==> src/rtl/raster_stamp_dispatch_pkg.sv <==
// Shared raster types, sizes and the pos_mask packing used by the dispatcher and the CSR unit.
package raster_stamp_dispatch_pkg;

    localparam int unsigned RASTER_DIM_BITS      = 12;
    localparam int unsigned RASTER_PID_BITS      = 8;
    localparam int unsigned RASTER_BCOORD_BITS   = 16;
    localparam int unsigned RASTER_POS_BITS      = RASTER_DIM_BITS - 1;
    localparam int unsigned RASTER_POS_MASK_BITS = 4 + 2 * RASTER_POS_BITS;

    typedef logic [2:0][RASTER_BCOORD_BITS-1:0] raster_bcoords_t;

    typedef struct packed {
        logic [RASTER_POS_BITS-1:0] pos_x;
        logic [RASTER_POS_BITS-1:0] pos_y;
        logic [3:0]                 mask;
        raster_bcoords_t            bcoords;
        logic [RASTER_PID_BITS-1:0] pid;
    } raster_stamp_t;

    typedef struct packed {
        raster_bcoords_t bcoords;
        logic [31:0]     pos_mask;
    } raster_csrs_t;

    typedef enum logic [1:0] {StIdle, StWait, StResp} disp_state_e;

    function automatic logic [31:0] raster_pack_pos_mask(raster_stamp_t s);
        logic [31:0] r;
        r = '0;
        r[3:0] = s.mask;
        r[4 +: RASTER_POS_BITS] = s.pos_x;
        r[4 + RASTER_POS_BITS +: RASTER_POS_BITS] = s.pos_y;
        return r;
    endfunction

endpackage

==> src/rtl/raster_stamp_dispatch_if.sv <==
// Stamp input, warp fetch request and per-lane response bundle of the stamp dispatcher.
interface raster_stamp_dispatch_if
    import raster_stamp_dispatch_pkg::*;
#(
    parameter int unsigned NUM_LANES = 4,
    parameter int unsigned TAG_WIDTH = 8
);

    logic                                         stamp_valid;
    raster_stamp_t                                stamp_data;
    logic                                         stamp_ready;
    logic                                         raster_done;
    logic                                         req_valid;
    logic [NUM_LANES-1:0]                         req_tmask;
    logic [TAG_WIDTH-1:0]                         req_tag;
    logic                                         req_ready;
    logic                                         rsp_valid;
    logic [NUM_LANES-1:0]                         rsp_tmask;
    raster_csrs_t [NUM_LANES-1:0]                 rsp_csrs;
    logic [NUM_LANES-1:0][RASTER_PID_BITS-1:0]    rsp_pids;
    logic [TAG_WIDTH-1:0]                         rsp_tag;
    logic                                         rsp_ready;
    logic                                         empty;

    modport master (
        output stamp_valid, stamp_data, raster_done, req_valid, req_tmask, req_tag, rsp_ready,
        input  stamp_ready, req_ready, rsp_valid, rsp_tmask, rsp_csrs, rsp_pids, rsp_tag, empty
    );

    modport slave (
        input  stamp_valid, stamp_data, raster_done, req_valid, req_tmask, req_tag, rsp_ready,
        output stamp_ready, req_ready, rsp_valid, rsp_tmask, rsp_csrs, rsp_pids, rsp_tag, empty
    );

endinterface

==> src/rtl/raster_stamp_queue.sv <==
// Circular stamp buffer: single push, NUM_LANES parallel reads at head+i, variable pop count.
module raster_stamp_queue
    import raster_stamp_dispatch_pkg::*;
#(
    parameter int unsigned QUEUE_SIZE = 16,
    parameter int unsigned NUM_LANES  = 4,
    localparam int unsigned AW = $clog2(QUEUE_SIZE),
    localparam int unsigned CW = $clog2(QUEUE_SIZE + 1),
    localparam int unsigned PW = $clog2(NUM_LANES + 1)
) (
    input  logic                          clk,
    input  logic                          reset_n,
    input  logic                          push,
    input  raster_stamp_t                 push_data,
    input  logic [PW-1:0]                 pop_cnt,
    output logic [CW-1:0]                 count,
    output raster_stamp_t [NUM_LANES-1:0] rd_data
);

    raster_stamp_t mem_q [QUEUE_SIZE];
    logic [AW-1:0] head_q, tail_q;
    logic [CW-1:0] count_q;
    logic          push_en;

    assign push_en = push & (count_q != CW'(QUEUE_SIZE));
    assign count   = count_q;

    always_ff @(posedge clk) begin
        if (push_en) begin
            mem_q[tail_q] <= push_data;
        end
    end

    // Pointer arithmetic wraps by truncation since QUEUE_SIZE is a power of two.
    always_ff @(posedge clk or negedge reset_n) begin
        if (!reset_n) begin
            head_q  <= '0;
            tail_q  <= '0;
            count_q <= '0;
        end else begin
            if (push_en) begin
                tail_q <= tail_q + AW'(1);
            end
            head_q  <= head_q + AW'(pop_cnt);
            count_q <= count_q + CW'(push_en) - CW'(pop_cnt);
        end
    end

    always_comb begin
        for (int i = 0; i < NUM_LANES; i++) begin
            rd_data[i] = mem_q[head_q + AW'(i)];
        end
    end

endmodule

==> src/rtl/raster_stamp_dispatch.sv <==
// Hands buffered quad stamps to warp fetch requests, one stamp per active lane in lane order.
module raster_stamp_dispatch
    import raster_stamp_dispatch_pkg::*;
#(
    parameter int unsigned NUM_LANES  = 4,
    parameter int unsigned QUEUE_SIZE = 16,
    parameter int unsigned TAG_WIDTH  = 8
) (
    input  logic                  clk,
    input  logic                  reset_n,
    raster_stamp_dispatch_if.slave bus
);

    localparam int unsigned CW = $clog2(QUEUE_SIZE + 1);
    localparam int unsigned PW = $clog2(NUM_LANES + 1);

    if (RASTER_POS_MASK_BITS > 32) begin : g_pos_mask_chk
        $error("pos_mask packing does not fit in 32 bits");
    end
    if ((QUEUE_SIZE < NUM_LANES) || ((QUEUE_SIZE & (QUEUE_SIZE - 1)) != 0)) begin : g_queue_chk
        $error("QUEUE_SIZE must be a power of two no smaller than NUM_LANES");
    end

    disp_state_e                               state_q;
    logic                                      req_ready_q, rsp_valid_q;
    logic [NUM_LANES-1:0]                      tmask_q, rsp_tmask_q;
    logic [TAG_WIDTH-1:0]                      tag_q, rsp_tag_q;
    logic [PW-1:0]                             need_q;
    raster_csrs_t [NUM_LANES-1:0]              rsp_csrs_q;
    logic [NUM_LANES-1:0][RASTER_PID_BITS-1:0] rsp_pids_q;

    logic [CW-1:0]                             count, need_ext, take;
    logic [PW-1:0]                             req_need, pop_cnt, rank;
    logic                                      dispatch;
    raster_stamp_t [NUM_LANES-1:0]             rd_data;
    logic [NUM_LANES-1:0]                      disp_tmask;
    raster_csrs_t [NUM_LANES-1:0]              disp_csrs;
    logic [NUM_LANES-1:0][RASTER_PID_BITS-1:0] disp_pids;

    raster_stamp_queue #(
        .QUEUE_SIZE (QUEUE_SIZE),
        .NUM_LANES  (NUM_LANES)
    ) u_queue (
        .clk       (clk),
        .reset_n   (reset_n),
        .push      (bus.stamp_valid & bus.stamp_ready),
        .push_data (bus.stamp_data),
        .pop_cnt   (pop_cnt),
        .count     (count),
        .rd_data   (rd_data)
    );

    assign bus.stamp_ready = reset_n & (count != CW'(QUEUE_SIZE));
    assign bus.empty       = bus.raster_done & (count == '0);
    assign bus.req_ready   = req_ready_q;
    assign bus.rsp_valid   = rsp_valid_q;
    assign bus.rsp_tmask   = rsp_tmask_q;
    assign bus.rsp_csrs    = rsp_csrs_q;
    assign bus.rsp_pids    = rsp_pids_q;
    assign bus.rsp_tag     = rsp_tag_q;

    always_comb begin
        req_need = '0;
        for (int l = 0; l < NUM_LANES; l++) begin
            req_need = req_need + PW'(bus.req_tmask[l]);
        end
    end

    // Partial dispatch once the generator is done: hand out whatever is queued.
    assign need_ext = CW'(need_q);
    assign take     = (need_ext <= count) ? need_ext : count;
    assign dispatch = (state_q == StWait) && ((count >= need_ext) || bus.raster_done);
    assign pop_cnt  = dispatch ? PW'(take) : '0;

    always_comb begin
        rank       = '0;
        disp_tmask = '0;
        disp_csrs  = '0;
        disp_pids  = '0;
        for (int l = 0; l < NUM_LANES; l++) begin
            if (tmask_q[l]) begin
                for (int j = 0; j < NUM_LANES; j++) begin
                    if ((rank == PW'(j)) && (CW'(rank) < take)) begin
                        disp_tmask[l]         = 1'b1;
                        disp_csrs[l].bcoords  = rd_data[j].bcoords;
                        disp_csrs[l].pos_mask = raster_pack_pos_mask(rd_data[j]);
                        disp_pids[l]          = rd_data[j].pid;
                    end
                end
                rank = rank + PW'(1);
            end
        end
    end

    always_ff @(posedge clk or negedge reset_n) begin
        if (!reset_n) begin
            state_q     <= StIdle;
            req_ready_q <= 1'b0;
            rsp_valid_q <= 1'b0;
            tmask_q     <= '0;
            tag_q       <= '0;
            need_q      <= '0;
            rsp_tmask_q <= '0;
            rsp_csrs_q  <= '0;
            rsp_pids_q  <= '0;
            rsp_tag_q   <= '0;
        end else begin
            case (state_q)
                StIdle: begin
                    req_ready_q <= 1'b1;
                    if (bus.req_valid && req_ready_q) begin
                        tmask_q     <= bus.req_tmask;
                        tag_q       <= bus.req_tag;
                        need_q      <= req_need;
                        req_ready_q <= 1'b0;
                        state_q     <= StWait;
                    end
                end
                StWait: begin
                    if (dispatch) begin
                        rsp_tmask_q <= disp_tmask;
                        rsp_csrs_q  <= disp_csrs;
                        rsp_pids_q  <= disp_pids;
                        rsp_tag_q   <= tag_q;
                        rsp_valid_q <= 1'b1;
                        state_q     <= StResp;
                    end
                end
                StResp: begin
                    if (bus.rsp_ready) begin
                        rsp_valid_q <= 1'b0;
                        req_ready_q <= 1'b1;
                        state_q     <= StIdle;
                    end
                end
                default: state_q <= StIdle;
            endcase
        end
    end

endmodule
==> src/flat_wrapper.sv <==
// flat-port wrapper written by rule: the top's interface ports become plain ports
module raster_stamp_dispatch_flat import raster_stamp_dispatch_pkg::*;
#(
    parameter int unsigned NUM_LANES  = 4,
    parameter int unsigned QUEUE_SIZE = 16,
    parameter int unsigned TAG_WIDTH  = 8
)
  (clk, reset_n, bus_stamp_valid, bus_stamp_data, bus_raster_done, bus_req_valid, bus_req_tmask, bus_req_tag, bus_rsp_ready, bus_stamp_ready, bus_req_ready, bus_rsp_valid, bus_rsp_tmask, bus_rsp_csrs, bus_rsp_pids, bus_rsp_tag, bus_empty);
  raster_stamp_dispatch_if #(.NUM_LANES(NUM_LANES), .TAG_WIDTH(TAG_WIDTH)) bus_i ();
  input  logic clk;
  input  logic reset_n;
  input wire logic [$bits(bus_i.stamp_valid)-1:0] bus_stamp_valid;
  input wire logic [$bits(bus_i.stamp_data)-1:0] bus_stamp_data;
  input wire logic [$bits(bus_i.raster_done)-1:0] bus_raster_done;
  input wire logic [$bits(bus_i.req_valid)-1:0] bus_req_valid;
  input wire logic [$bits(bus_i.req_tmask)-1:0] bus_req_tmask;
  input wire logic [$bits(bus_i.req_tag)-1:0] bus_req_tag;
  input wire logic [$bits(bus_i.rsp_ready)-1:0] bus_rsp_ready;
  output wire logic [$bits(bus_i.stamp_ready)-1:0] bus_stamp_ready;
  output wire logic [$bits(bus_i.req_ready)-1:0] bus_req_ready;
  output wire logic [$bits(bus_i.rsp_valid)-1:0] bus_rsp_valid;
  output wire logic [$bits(bus_i.rsp_tmask)-1:0] bus_rsp_tmask;
  output wire logic [$bits(bus_i.rsp_csrs)-1:0] bus_rsp_csrs;
  output wire logic [$bits(bus_i.rsp_pids)-1:0] bus_rsp_pids;
  output wire logic [$bits(bus_i.rsp_tag)-1:0] bus_rsp_tag;
  output wire logic [$bits(bus_i.empty)-1:0] bus_empty;
  assign bus_i.stamp_valid = bus_stamp_valid;
  assign bus_i.stamp_data = bus_stamp_data;
  assign bus_i.raster_done = bus_raster_done;
  assign bus_i.req_valid = bus_req_valid;
  assign bus_i.req_tmask = bus_req_tmask;
  assign bus_i.req_tag = bus_req_tag;
  assign bus_i.rsp_ready = bus_rsp_ready;
  assign bus_stamp_ready = bus_i.stamp_ready;
  assign bus_req_ready = bus_i.req_ready;
  assign bus_rsp_valid = bus_i.rsp_valid;
  assign bus_rsp_tmask = bus_i.rsp_tmask;
  assign bus_rsp_csrs = bus_i.rsp_csrs;
  assign bus_rsp_pids = bus_i.rsp_pids;
  assign bus_rsp_tag = bus_i.rsp_tag;
  assign bus_empty = bus_i.empty;
  raster_stamp_dispatch #(.NUM_LANES(NUM_LANES), .QUEUE_SIZE(QUEUE_SIZE), .TAG_WIDTH(TAG_WIDTH)) u_core (.clk(clk), .reset_n(reset_n), .bus(bus_i));
endmodule
==> config.mk <==
export PLATFORM = sky130hd
export DESIGN_NAME = raster_stamp_dispatch_flat
export DESIGN_NICKNAME = d
export VERILOG_FILES = /design/src/rtl/raster_stamp_dispatch_pkg.sv /design/src/rtl/raster_stamp_dispatch_if.sv /design/src/rtl/raster_stamp_queue.sv /design/src/rtl/raster_stamp_dispatch.sv /design/src/flat_wrapper.sv
export SDC_FILE = /design/constraint.sdc
export NUM_CORES = 2
export LEC_CHECK = 0
export CORE_MARGIN = 2
export CORE_UTILIZATION = 40
export DETAILED_ROUTE_END_ITERATION = 8
export GPL_ROUTABILITY_DRIVEN = 0
export PLACE_DENSITY = 0.59
export SLEW_MARGIN = 20
export SYNTH_ARGS = -nofsm -noshare
export SYNTH_HDL_FRONTEND = slang
export SYNTH_SLANG_ARGS = --single-unit
==> constraint.sdc <==
create_clock -name clk -period 12.9 [get_ports clk]
set_input_delay 1.935 -clock clk [delete_from_list [all_inputs] [get_ports clk]]
set_output_delay 1.935 -clock clk [all_outputs]
set_load 0.02 [all_outputs]
==> results.cfg <==
[pwr]
ir_worst_vdd_mv = 0.435
pwr-share-clk_pct = 16.7
p_leak_nw = 36.7
switchingPower_w = 0.0158
pwr-share-comb_pct = 62.2
internal_power_w = 0.0191
switching_share_pct = 45.2
pwr-share-seq_pct = 21.0
p_per_area_nw_per_um2 = 313

[finish]
drive_above_1_share_pct = 34.8
nFillCells = 20400
multi_input_area_sq_um = 45700
regArea_sq_um = 48700
nNetsFinal = 5925
area_growth_pct = 14.5
final_area_sq_um = 111000

[setup_path]
cp_cell_sequence = inv_1 > ha_4 > buf_4 > buf_4 > mux4_2 > a22o_1 > a221oi_1 > mux2i_1 > a221o_1
slowest_stage = dfrtp_4
cp.required_ns = 13.65
crit_arrival_ns = 6.73
cp-start-kind = flip-flop
crit_type = flip-flop to flip-flop
crit_path_end_kind = flip-flop
cp_common_cell = buf_4
crit_fanout = 56
crit_family = buffers and inverters
cp_num_buf_inv = 3
slowest_delay_ns = 0.90

[yosys]
yosysTopAreaCell = edfxtp_1
yosysMostFrequentCell = mux4_2
synth.distinct_cells = 70
synthTopCellsByArea = edfxtp_1, mux4_2, dfrtp_1
ys.flop_type = edfxtp_1
synth_cells = 5591
synthArstFlopShare_pct = 22.1
yosys_register_bits = 1684
syn_avg_cell_area_sq_um = 17.4
yosys_warnings = 0
synth_edf_count = 1312
syn_area_sq_um = 97200
yosys.area.top_type_share_pct = 40.5
ys_seq_area_share_pct = 50.1
synthTopCellsByCount = mux4_2, edfxtp_1, dfrtp_1

[clock_tree]
clk_pin_slew_ns = 0.06
cts-root-buf = clkbuf_16
cts_tree = yes
post_cts_buffers = 0
cts_sinks = 1684
numCtsBuffers = 191
holdBufCountCts = 0
cts-resized-gates = 0
h-tree-depth = 4
clockBufferDepth = 3
clkLatencyLatePin_ns = 0.88

[job]
maxCapViolations = 0

[routing]
viasPerCell = 7.26
routed.top_layer = met5
wl_met1_microns = 131000
wl_microns = 360000
drcViolationCount = 0
ant_nets = 0
drt_pre_antenna_iters = 6
wire_per_inst_microns = 39.3
drtIter0Drc = 9784
wl_met2_microns = 166000
vias = 66500
wl_met3_microns = 42300

[die]
die_width_microns = 497
dieArea_sq_um = 247000
fp-row-count = 180
dieHeight_microns = 497
ioPinCount = 468
initial_utilization_pct = 40.3
fp.coreArea_sq_um = 241000

[placed_design]
dpl_cell_area_sq_um = 104000
pre_cts_slack_ns = 6.62
portBuffers = 443
dpl.hpwl_microns = 209000

[grt]
grt_usage_pct = 28.7
grt_pass1_vias = 64400
grt_max_degree = 190
grt_pass1_wl_microns = 505000
grt-ovfl-total = 0
antenna_found_initial = 30

[sta]
tightestPinTransition_ns = 1.20
skew_ns = 0.0456
tns_ns = 0
setup_viol = 0
setup_ws_ns = 6.92
rsz0062_at_grt = false
finalHoldViolations = 0
fmax_mhz = 167
max-slew-margin-rel_pct = 19.6
period_share_pct = 46.4
final_max_slew_viol_count = 0
min_period_ns = 5.98

[hold_path]
hp-class = flip-flop to flip-flop

[run_status]
outcome = complete, no violations
-- kinds of logic (layout without fill, tap and decap cells) --
group / count (synthesis) / after routing / share of synthesized area, %
mux: 1542 / 1542 / 34.9
fa+ha+maj: 33 / 33 / 0.448
compound gates: 1065 / 1065 / 8.74
buf+inv: 684 / 1026 / 3.26
simple gates: 568 / 568 / 2.36
flops: 1684 / 1684 / 50.1
other cells: 1 / 38 / 0.00386
xor+xnor: 14 / 14 / 0.134
-- cells in the final DEF, fill, tap and decap left out, types with 19 or more instances in the layout --
cell / netlist / routed
a211oi_1: 55 / 55
a21o_1: 24 / 23
a21oi_1: 65 / 63
a221o_1: 63 / 63
a221oi_1: 106 / 106
a221oi_2: 45 / 45
a22o_1: 189 / 189
a22oi_1: 74 / 74
and2_4: 0 / 19
buf_4: 38 / 128
bufinv_16: 0 / 28
clkbuf_1: 256 / 30
clkbuf_16: 0 / 195
clkbuf_8: 0 / 21
clkdlybuf4s50_1: 0 / 442
clkinv_2: 0 / 33
conb_1: 1 / 24
dfrtp_1: 372 / 368
edfxtp_1: 1312 / 1312
ha_1: 30 / 27
inv_1: 71 / 70
mux2i_1: 52 / 52
mux4_2: 1479 / 1479
nand2_1: 337 / 335
nor2_1: 164 / 159
o21ai_0: 142 / 141
o21ai_1: 33 / 32
o221ai_1: 152 / 152
o22ai_1: 50 / 50
o31ai_1: 19 / 19
-- path summary, 6_finish.rpt --
path | from | endpoint | slack [ns] | cells past startpoint
worst min register to register | u_core.tag_q[1] | u_core.bus.rsp_tag[1] | 0.47 | 2
worst max-delay path | u_core.u_queue.head_q[1] | u_core.bus.rsp_csrs[211] | 6.92 | 9
worst max register to register | u_core.u_queue.head_q[1] | u_core.bus.rsp_csrs[211] | 6.92 | 9
max in group asynchronous | reset_n | u_core.bus.rsp_csrs[134] | 8.78 | 4
min in group asynchronous | reset_n | u_core.bus.rsp_csrs[43] | 1.04 | 1
worst min-delay path | u_core.tag_q[1] | u_core.bus.rsp_tag[1] | 0.47 | 2
-- state kept, by name, indices dropped and copies added, names as in the netlist, 2 cells and up --
signal and flops:
u_core.u_queue.mem_q 1312, u_core.bus.rsp_csrs 296, u_core.need_q 3, u_core.u_queue.tail_q 4
u_core.u_queue.count 5, u_core.bus.rsp_tag 8, u_core.u_queue.head_q 4, u_core.bus.rsp_pids 32
u_core.state_q 2, u_core.tmask_q 4, u_core.bus.rsp_tmask 4, u_core.tag_q 8
-- stage by stage --
step                util (%)  hold WS, ns  total power [W]  instances
floorplan                  -        0.435           0.0215       5614
global placement        43.3        0.442           0.0286       8778
detailed placement      43.3        0.459           0.0287       8779
CTS                     46.1        0.472           0.0346       9136
global route            46.2        0.486           0.0361       9149
finish                  46.2        0.467           0.0349       9155
-- worst reg2reg max path, delay by kind of cell (launching register included) --
family	cells	cell delay, ns
AOI/OAI and AO/OA	3	1.24
buffers and inverters	3	2.13
adders and majority gates	1	0.81
DFF	1	0.90
muxes	2	0.79
-- power by group through the flow --
stage               clock network [W]  registers, W  logic (W)
floorplan                           0       0.00751     0.0140
global placement                    0       0.00741     0.0212
detailed placement                  0       0.00742     0.0213
CTS                           0.00591       0.00732     0.0214
global route                  0.00614       0.00739     0.0226
finish                        0.00583       0.00733     0.0217
-- metal layers --
metal	up-vias	global-route usage, %
li1	24900	-
met5	-	0
met1	35400	37.3
met4	18	15.3
met2	5211	43.6
met3	919	8.23
-- final cells by class --
cell class,instances,share of cell area (%)
multi-input combinational,3246,41.1
antenna,14,0.0315
sequential,1684,43.8
clock inverter,111,1.29
tap,3185,3.58
inverter,77,0.260
timing repair buffer,592,5.20
clock buffer,246,4.75
(Power assumes the default switching activity.)
